`src/rtl/rx_medida_7e1.sv`:
```
// rx_medida_7e1: 7E1 UART receiver that reassembles "ddd#" frames into a 12-bit BCD measurement.
module rx_medida_7e1 #(
  parameter int DIVISOR = 434
) (
  input  logic        clock,
  input  logic        reset,
  input  logic        entrada_serial,
  output logic [11:0] medida,
  output logic        pronto,
  output logic        erro,
  output logic [6:0]  db_caractere,
  output logic [3:0]  db_estado
);
  localparam int CW = $clog2(DIVISOR);
  localparam logic [CW-1:0] HALF_T = CW'(DIVISOR / 2 - 1);
  localparam logic [CW-1:0] FULL_T = CW'(DIVISOR - 1);
  typedef enum logic [3:0] {INICIAL, START, DADOS, PARIDADE, PARADA, AVALIA} state_t;
  state_t st_q, st_d;
  logic s1_q, s2_q, prev_q;
  logic [CW-1:0] cnt_q, cnt_d;
  logic [2:0] bc_q, bc_d;
  logic [6:0] sh_q, sh_d, chr_q, chr_d;
  logic par_q, par_d, stop_q, stop_d;
  logic [1:0] idx_q, idx_d;
  logic [11:0] stg_q, stg_d, med_q, med_d;
  logic pronto_q, pronto_d, erro_q, erro_d;
  logic ok, digit, hash, full;
  assign ok = (par_q == ^sh_q) && stop_q;
  assign digit = sh_q[6:4] == 3'b011 && sh_q[3:0] <= 4'd9;
  assign hash = sh_q == 7'h23;
  assign full = cnt_q == FULL_T;
  always_ff @(posedge clock) begin
    if (reset) begin
      s1_q <= 1'b1;
      s2_q <= 1'b1;
      prev_q <= 1'b1;
      st_q <= INICIAL;
      cnt_q <= '0;
      bc_q <= '0;
      sh_q <= '0;
      par_q <= 1'b0;
      stop_q <= 1'b0;
      idx_q <= '0;
      stg_q <= '0;
      med_q <= '0;
      chr_q <= '0;
      pronto_q <= 1'b0;
      erro_q <= 1'b0;
    end else begin
      s1_q <= entrada_serial;
      s2_q <= s1_q;
      prev_q <= s2_q;
      st_q <= st_d;
      cnt_q <= cnt_d;
      bc_q <= bc_d;
      sh_q <= sh_d;
      par_q <= par_d;
      stop_q <= stop_d;
      idx_q <= idx_d;
      stg_q <= stg_d;
      med_q <= med_d;
      chr_q <= chr_d;
      pronto_q <= pronto_d;
      erro_q <= erro_d;
    end
  end
  always_comb begin
    st_d = st_q;
    cnt_d = cnt_q + CW'(1);
    bc_d = bc_q;
    sh_d = sh_q;
    par_d = par_q;
    stop_d = stop_q;
    idx_d = idx_q;
    stg_d = stg_q;
    med_d = med_q;
    chr_d = chr_q;
    pronto_d = 1'b0;
    erro_d = 1'b0;
    case (st_q)
      INICIAL: if (prev_q && !s2_q) begin
        st_d = START;
        cnt_d = '0;
      end
      START: if (cnt_q == HALF_T) begin
        cnt_d = '0;
        bc_d = '0;
        st_d = s2_q ? INICIAL : DADOS;
      end
      DADOS: if (full) begin
        cnt_d = '0;
        sh_d = {s2_q, sh_q[6:1]};
        bc_d = bc_q + 3'd1;
        st_d = bc_q == 3'd6 ? PARIDADE : DADOS;
      end
      PARIDADE: if (full) begin
        cnt_d = '0;
        par_d = s2_q;
        st_d = PARADA;
      end
      PARADA: if (full) begin
        cnt_d = '0;
        stop_d = s2_q;
        st_d = AVALIA;
      end
      AVALIA: begin
        st_d = INICIAL;
        chr_d = sh_q;
        // staging nibble order: idx 0 -> hundreds, 1 -> tens, 2 -> units
        if (ok && idx_q != 2'd3 && digit) begin
          stg_d = idx_q == 2'd0 ? {sh_q[3:0], stg_q[7:0]} :
                  idx_q == 2'd1 ? {stg_q[11:8], sh_q[3:0], stg_q[3:0]} : {stg_q[11:4], sh_q[3:0]};
          idx_d = idx_q + 2'd1;
        end else if (ok && idx_q == 2'd3 && hash) begin
          med_d = stg_q;
          pronto_d = 1'b1;
          idx_d = '0;
        end else begin
          erro_d = 1'b1;
          idx_d = '0;
        end
      end
      default: st_d = INICIAL;
    endcase
  end
  assign medida = med_q;
  assign pronto = pronto_q;
  assign erro = erro_q;
  assign db_caractere = chr_q;
  assign db_estado = st_q;
endmodule
```
`config.mk`:
```
export PLATFORM = sky130hd
export DESIGN_NAME = rx_medida_7e1
export DESIGN_NICKNAME = d
export VERILOG_FILES = /design/src/rtl/rx_medida_7e1.sv
export SDC_FILE = /design/constraint.sdc
export NUM_CORES = 1
export LEC_CHECK = 0
export ABC_AREA = 1
export CAP_MARGIN = 20
export CORE_MARGIN = 8
export CORE_UTILIZATION = 56
export CTS_CLUSTER_DIAMETER = 60
export CTS_CLUSTER_SIZE = 40
export DETAILED_ROUTE_END_ITERATION = 6
export HOLD_SLACK_MARGIN = 0.03
export PLACE_DENSITY_LB_ADDON = 0.12
export SLEW_MARGIN = 20
export SYNTH_ARGS = -nofsm -noshare
export SYNTH_HDL_FRONTEND = slang
export SYNTH_SLANG_ARGS = --single-unit
```
`constraint.sdc`:
```
create_clock -name clock -period 2.1 [get_ports clock]
set_input_delay 0.42 -clock clock [delete_from_list [all_inputs] [get_ports clock]]
set_output_delay 0.42 -clock clock [all_outputs]
set_load 0.005 [all_outputs]
```
==> metrics.csv, run 1 <==
stage,metric,value,unit
logic_synthesis,Yosys reg bits,62,
setup_path,Setup crit start,sh_q[4],
pwr,Psw,0.7766,mW
pwr,maximum vdd drop,0.5970,mV
status,status,finished clean,
sta,worst-margin pin slew,0.6085,ns
placed_design,hpwl dp,3.969,mm
pwr,PnR Total Power,2.654,mW
logic_synthesis,Synth top area share,43.07,%
placed_design,IO buf count,26,
clocking,TritonCTS buffer count,9,
sta,Clock Skews,0.008993,ns
clocking,Root Driver,clkbuf_8,
setup_path,crit path cell chain,"inv_1, ha_1, xor2_2, nand3_2, nand2_2, nand3_2, nor2_4, buf_4, nand3_1, nand2_1, nor2_1",
flow_run,Max Cap Viol,0,
grt,initial antenna violation count,0,
sta,Max Slew Vio Count,0,
setup_path,Worst Path Required,2.33,ns
setup_path,CP dominant cell by count,nand3_2,
floorplanning,DIE HEIGHT,87.73,um
drt,vias,2430,
pwr,power per cell area,765.2,nW/um^2
pwr,clock power share,32.3,%
drt,DR WL/cell,12.36,um
setup_path,WS Path Type,flip-flop to flip-flop,
grt,global-route wire length before repair,9.777,mm
drt,WL final,6.042,mm
layout,Area Growth Syn to Fin,20.36,%
setup_path,Top Family by Delay on Critical Path,simple AND/OR/NAND/NOR gates,
pwr,part of the power in registers,48.7,%
placed_design,RePlAce Congestion,0.8054,
logic_synthesis,Syn Area/Cell,7.664,um^2
sta,"Hold Vio Cnt, Final",0,
floorplanning,num rows,26,
floorplanning,die area,7697,um^2
clocking,total number of H-tree levels,3,
pwr,LEAKAGE,1.491,nW
drt,1st-pass router iterations,4,
setup_path,reg2reg start,sh_q[4],
logic_synthesis,synth warn,0,
setup_path,CP max stage delay,0.35,ns
logic_synthesis,"Distinct cells, synth",34,
floorplanning,die width,87.73,um
drt,antenna-violating nets left,0,
grt,global route total overflow,0,
drt,vias per cell,4.969,
logic_synthesis,Post-Syn Area,2882,um^2
sta,Fmax,513.0,MHz
grt,vias in the first global route,2274,
floorplanning,io pins,28,
drt,# DRC,0,
setup_path,CP Max Fanout,6,
setup_path,CP startpoint kind,flip-flop,
floorplanning,Core Box Area,5042,um^2
setup_path,CP max stage cell,ha_1,
logic_synthesis,Synth Instances,376,
min_path,hold path startpoint,s1_q,
pwr,Sw Ratio,29.26,%
layout,Final #Nets,435,
logic_synthesis,syn nets,395,
pwr,Internal,1.877,mW
setup_path,CP Buf/Inv Count,2,
min_path,HP Class,flip-flop to flip-flop,
layout,Fill cells,439,
clocking,clock transition at the registers of the reported paths,0.06,ns
logic_synthesis,register area share after synthesis,43.07,%
clocking,Max clock buf depth,2,
sta,Setup TNS Final,0,ns
floorplanning,Initial Utilization,57.15,%
sta,setup violators final,0,
logic_synthesis,"top cells by area, synth","dfxtp_1 43%, nor2_1 9.4%, nand2_1 8.3%",
sta,Max-slew headroom,59.30,%
logic_synthesis,leading area contributor after synthesis,dfxtp_1,
layout,Antenna Cells,0,
grt,pin count of the biggest net entering global routing,28,
clocking,clk sinks,62,
grt,Total GRT Usage,16.24,%
setup_path,CP arrival,2.18,ns
clocking,Clock Latency Late Sink,0.34,ns
drt,initial drt markers,104,
sta,final period utilization,92.83,%
layout,fraction of layout cells with a size suffix above 1,15.51,%
sta,Tmin final,1.949,ns
clocking,TritonCTS clock tree,built,
pwr,Gate power share,19.0,%
setup_path,endpoint class of the critical path,flip-flop,
sta,Min Hold Slack,0.4075,ns
-- routing by layer --
layer  vias to the layer above  wire length, um  global-route usage, %
met2                        48             2964                  26.61
met3                         8              319                  6.660
met4                         0               73                  6.406
met5                         -                0                      0
met1                      1102             2685                  18.28
li1                       1272                -                      -
-- cell usage after synthesis, drive strengths merged --
cell type,n
nand2,69
a21oi,24
nor3,8
or2,5
xor2,4
nand3,26
nor2,77
conb,1
buf,9
clkbuf,2
o21ai,17
a31oi,2
and3,1
a211oi,3
dfxtp,62
nand4,4
inv,44
ha,16
xnor2,2
-- final cells by class --
| cell class | count | area, um^2 | area share [%] |
|---|---|---|---|
| clock inverters | 2 | 10.01 | 0.2886 |
| flip-flops and latches | 62 | 1242 | 35.82 |
| inverters | 44 | 165.2 | 4.762 |
| multi-input cells | 262 | 1463 | 42.17 |
| well taps | 70 | 87.58 | 2.525 |
| clock buffers | 12 | 145.1 | 4.185 |
| repair buffers | 37 | 355.3 | 10.25 |
-- path summary, 6_finish.rpt --
path | slack [ns] | cells after the start | to
worst max-delay path | 0.15 | 11 | stg_q[6]
worst min-delay path | 0.41 | 1 | s2_q
worst max register to register | 0.15 | 11 | stg_q[6]
worst min register to register | 0.41 | 1 | s2_q
-- cell families after synthesis --
group | count (synthesis) | synth area share, %
xor+xnor | 6 | 1.824
buf+inv | 55 | 8.163
simple gates | 190 | 30.61
other cells | 1 | 0.1301
fa+ha+maj | 16 | 6.947
flops | 62 | 43.07
compound gates | 46 | 9.249
-- worst reg2reg max path, stage by stage (launching register included) --
cell	delay, ns
dfxtp_1	0.33
inv_1	0.09
ha_1	0.35
xor2_2	0.21
nand3_2	0.15
nand2_2	0.11
nand3_2	0.10
nor2_4	0.14
buf_4	0.15
nand3_1	0.08
nand2_1	0.08
nor2_1	0.04
-- cell usage in the layout, fill, tap and decap left out, types with 2 or more instances in the layout --
cell / count
a31oi_1: 2
clkdlybuf4s50_1: 26
nand4_1: 2
nand3_4: 3
xor2_1: 3
nand2_1: 63
a211oi_1: 3
clkinv_2: 2
nor3_1: 5
xnor2_1: 2
ha_1: 16
nand4_2: 2
nand3_1: 21
nand3_2: 5
nor2_2: 4
a21oi_1: 22
nand2_2: 6
inv_1: 36
dfxtp_1: 61
clkbuf_1: 2
or2_2: 4
o21ai_0: 16
nor2_1: 71
nor2_4: 2
inv_2: 8
buf_4: 10
nor3_2: 2
clkbuf_8: 10
-- metrics by stage --
step	instance area, um^2	util (%)	cells	setup WS (ns)
detailed placement	3204	63.55	467	0.05532
floorplan	2882	-	376	0.3049
CTS	3359	66.63	481	0.02930
global route	3468	68.78	489	-0.01749
global placement	3204	63.55	467	0.06681
finish	3468	68.78	489	0.1507
-- sequential cells by signal (all words and copies together) (netlist names) --
| register | cells |
|---|---|
| cnt_q | 9 |
| prev_q | 1 |
| erro | 1 |
| pronto | 1 |
| s2_q | 1 |
| bc_q | 3 |
| idx_q | 2 |
| sh_q | 7 |
| stg_q | 12 |
| s1_q | 1 |
| medida | 12 |
| db_estado | 3 |
| par_q | 1 |
| db_caractere | 7 |
| stop_q | 1 |
-- power groups by stage --
stage	sequential (mW)	combinational (mW)	clock, mW
final	1.29	0.505	0.856
after global placement	1.32	0.476	0
after floorplan	1.31	0.327	0
after detailed placement	1.32	0.495	0
after CTS	1.29	0.496	0.882
after global routing	1.30	0.578	0.941
-- timing repair --
action / in CTS / in global routing
setup endpoints to repair: 0 / 25
resized for setup: 0 / 10
hold buffers: 0 / 0
endpoints found under the hold margin: 0 / 0
setup buffers: 0 / 5
Note: power is estimated with default switching activity, not from simulation.
==> inputs of run 2 (changes only) <==
--- a/config.mk
+++ b/config.mk
@@ -7,7 +7,7 @@
 export LEC_CHECK = 0
 export ABC_AREA = 1
 export CAP_MARGIN = 20
-export CORE_MARGIN = 8
+export CORE_MARGIN = 2
 export CORE_UTILIZATION = 56
 export CTS_CLUSTER_DIAMETER = 60
 export CTS_CLUSTER_SIZE = 40
==> run 2 against run 1 <==
Against the previous run: count of clock-buffer cells in the layout unchanged; die area down 25%; worst hold slack better by 0.017 ns; non-clock buffer count down 3; critical path depth up 1; worst setup slack worse by 0.043 ns; sequential cell count unchanged; first-iteration DRC count up 32%; final cell count down 0.41%; via count down 3.1%; clock skew about the same; critical path type unchanged; largest power group unchanged; highest routed layer unchanged.
==> metrics.csv, run 2 (synthesis gave the netlist of run 1 again) <==
stage,metric,value,unit,change
status,status,finished clean,,
clocking,# hold bufs at CTS,0,,unchanged
grt,global route total overflow,0,,unchanged
floorplanning,die area,5735,um^2,-25%
layout,Final #Nets,431,,-0.92%
floorplanning,DIE HEIGHT,75.73,um,-14%
pwr,PnR Total Power,2.937,mW,+11%
drt,vias,2354,,-3.1%
grt,pin count of the biggest net entering global routing,25,,-11%
min_path,HP Class,flip-flop to flip-flop,,
sta,Clock Skews,0.008517,ns,-0.0004759 ns
pwr,maximum vdd drop,0.5985,mV,+0.24%
flow_run,Max Cap Viol,0,,unchanged
clocking,Root Driver,clkbuf_8,,
sta,setup violators final,0,,unchanged
floorplanning,Core Box Area,5042,um^2,unchanged
sta,Max-slew headroom,49.97,%,-9.3 points
floorplanning,die width,75.73,um,-14%
sta,"Hold Vio Cnt, Final",0,,unchanged
pwr,Gate power share,16.9,%,-2.1 points
layout,most frequent cells in the layout,"71 x nor2_1, 63 x nand2_1, 61 x dfxtp_1",,
sta,Max Slew Vio Count,0,,unchanged
pwr,Internal,2.131,mW,+14%
floorplanning,num rows,26,,unchanged
clocking,total number of H-tree levels,3,,unchanged
setup_path,CP arrival,2.22,ns,+0.04 ns
pwr,clock power share,39.0,%,+6.7 points
clocking,clk sinks,62,,unchanged
drt,antenna-violating nets left,0,,unchanged
grt,initial antenna violation count,0,,unchanged
clocking,clock transition at the registers of the reported paths,0.07,ns,about the same
layout,Antenna Cells,0,,unchanged
clocking,Max clock buf depth,2,,unchanged
drt,vias per cell,4.834,,-2.7%
pwr,part of the power in registers,44.1,%,-4.6 points
clocking,TritonCTS clock tree,built,,
clocking,Clock Latency Late Sink,0.33,ns,about the same
grt,Total GRT Usage,20.81,%,+4.6 points
clocking,TritonCTS buffer count,9,,unchanged
pwr,Sw Ratio,27.45,%,-1.8 points
floorplanning,io pins,28,,unchanged
layout,fraction of layout cells with a size suffix above 1,14.87,%,-0.65 points
grt,vias in the first global route,2071,,-8.9%
layout,"commonest non-fill, non-tap cell in the layout",nor2_1,,
setup_path,Worst Path Required,2.33,ns,about the same
grt,global-route wire length before repair,9.073,mm,-7.2%
setup_path,endpoint class of the critical path,flip-flop,,
drt,initial drt markers,137,,+32%
placed_design,RePlAce Congestion,0.8843,,+9.8%
drt,WL final,5.725,mm,-5.2%
setup_path,CP startpoint kind,flip-flop,,
drt,# DRC,0,,unchanged
pwr,power per cell area,836.0,nW/um^2,+9.3%
drt,1st-pass router iterations,4,,unchanged
placed_design,hpwl dp,3.639,mm,-8.3%
setup_path,WS Path Type,flip-flop to flip-flop,,
placed_design,IO buf count,26,,unchanged
setup_path,CP Max Fanout,12,,+6
sta,Min Hold Slack,0.4241,ns,+0.01660 ns
sta,final period utilization,94.88,%,+2.1 points
sta,Fmax,501.9,MHz,-2.2%
sta,Tmin final,1.993,ns,+0.04321 ns
sta,RSZ-0062 raised after global routing,yes,,
drt,DR WL/cell,11.76,um,-4.9%
pwr,Psw,0.8061,mW,+3.8%
layout,Area Growth Syn to Fin,21.93,%,
sta,worst-margin pin slew,0.7477,ns,+0.1392 ns
floorplanning,Initial Utilization,57.15,%,unchanged
pwr,LEAKAGE,1.502,nW,+0.73%
[run 2: area by class of cell]
class / count / area (um^2)
Tap cell: 70 / 87.58
Inverter: 44 / 165.2
Multi-Input combinational cell: 261 / 1470
Sequential cell: 62 / 1242
Clock buffer: 12 / 145.1
Clock inverter: 4 / 70.07
Timing Repair Buffer: 34 / 332.8
Fill cell: 427 / 1529
[run 2: repair_timing]
item,in CTS,in global routing
setup buffers,0,1
hold endpoints to repair,0,0
setup endpoints to repair,0,25
gates resized for setup,0,8
[run 2: worst max-delay path, cell delays in order (launching register included)]
cell and delay [ns]:
dfxtp_2 0.33, inv_1 0.18, ha_4 0.24, inv_1 0.06
nand2_2 0.07, nand2_2 0.06, nand2_2 0.05, nand2_1 0.07
nand2_2 0.08, a21oi_4 0.32, nand3_4 0.22, nor2_1 0.15
nor2_1 0.06
[run 2: final timing paths]
path              cells after the start  slack (ns)  startpoint         to
setup reg to reg                     12        0.11     sh_q[0]  medida[5]
hold reg to reg                       1        0.42        s1_q       s2_q
hold / removal                        1        0.42        s1_q       s2_q
setup / recovery                     12        0.11     sh_q[0]  medida[5]
[run 2: layer usage]
| metal | GRT usage (%) | share of wire, % |
|---|---|---|
| met3 | 3.704 | 3.1 |
| met5 | 0 | 0 |
| met1 | 27.14 | 48 |
| met4 | 9.162 | 1.1 |
| met2 | 33.82 | 48 |
[run 2: power groups by stage]
| stage | Clock [mW] | Combinational [mW] | Sequential [mW] |
|---|---|---|---|
| 2_1_floorplan | 0 | 0.327 | 1.31 |
| 3_3_place_gp | 0 | 0.472 | 1.32 |
| 3_5_place_dp | 0 | 0.479 | 1.32 |
| 4_1_cts | 1.16 | 0.488 | 1.30 |
| 5_1_grt | 1.19 | 0.556 | 1.30 |
| 6_report | 1.15 | 0.496 | 1.29 |
[run 2: stage by stage]
step	TNS [ns]	setup slack (ns)	utilization, %	cell area (um^2)	std cells
after floorplan	0	0.3049	-	2882	376
after global placement	0	0.1279	63.70	3212	468
after detailed placement	0	0.08811	63.70	3212	468
after CTS	0	0.04927	67.97	3427	484
after global routing	-0.1486	-0.02854	69.68	3513	487
final	0	0.1075	69.68	3513	487
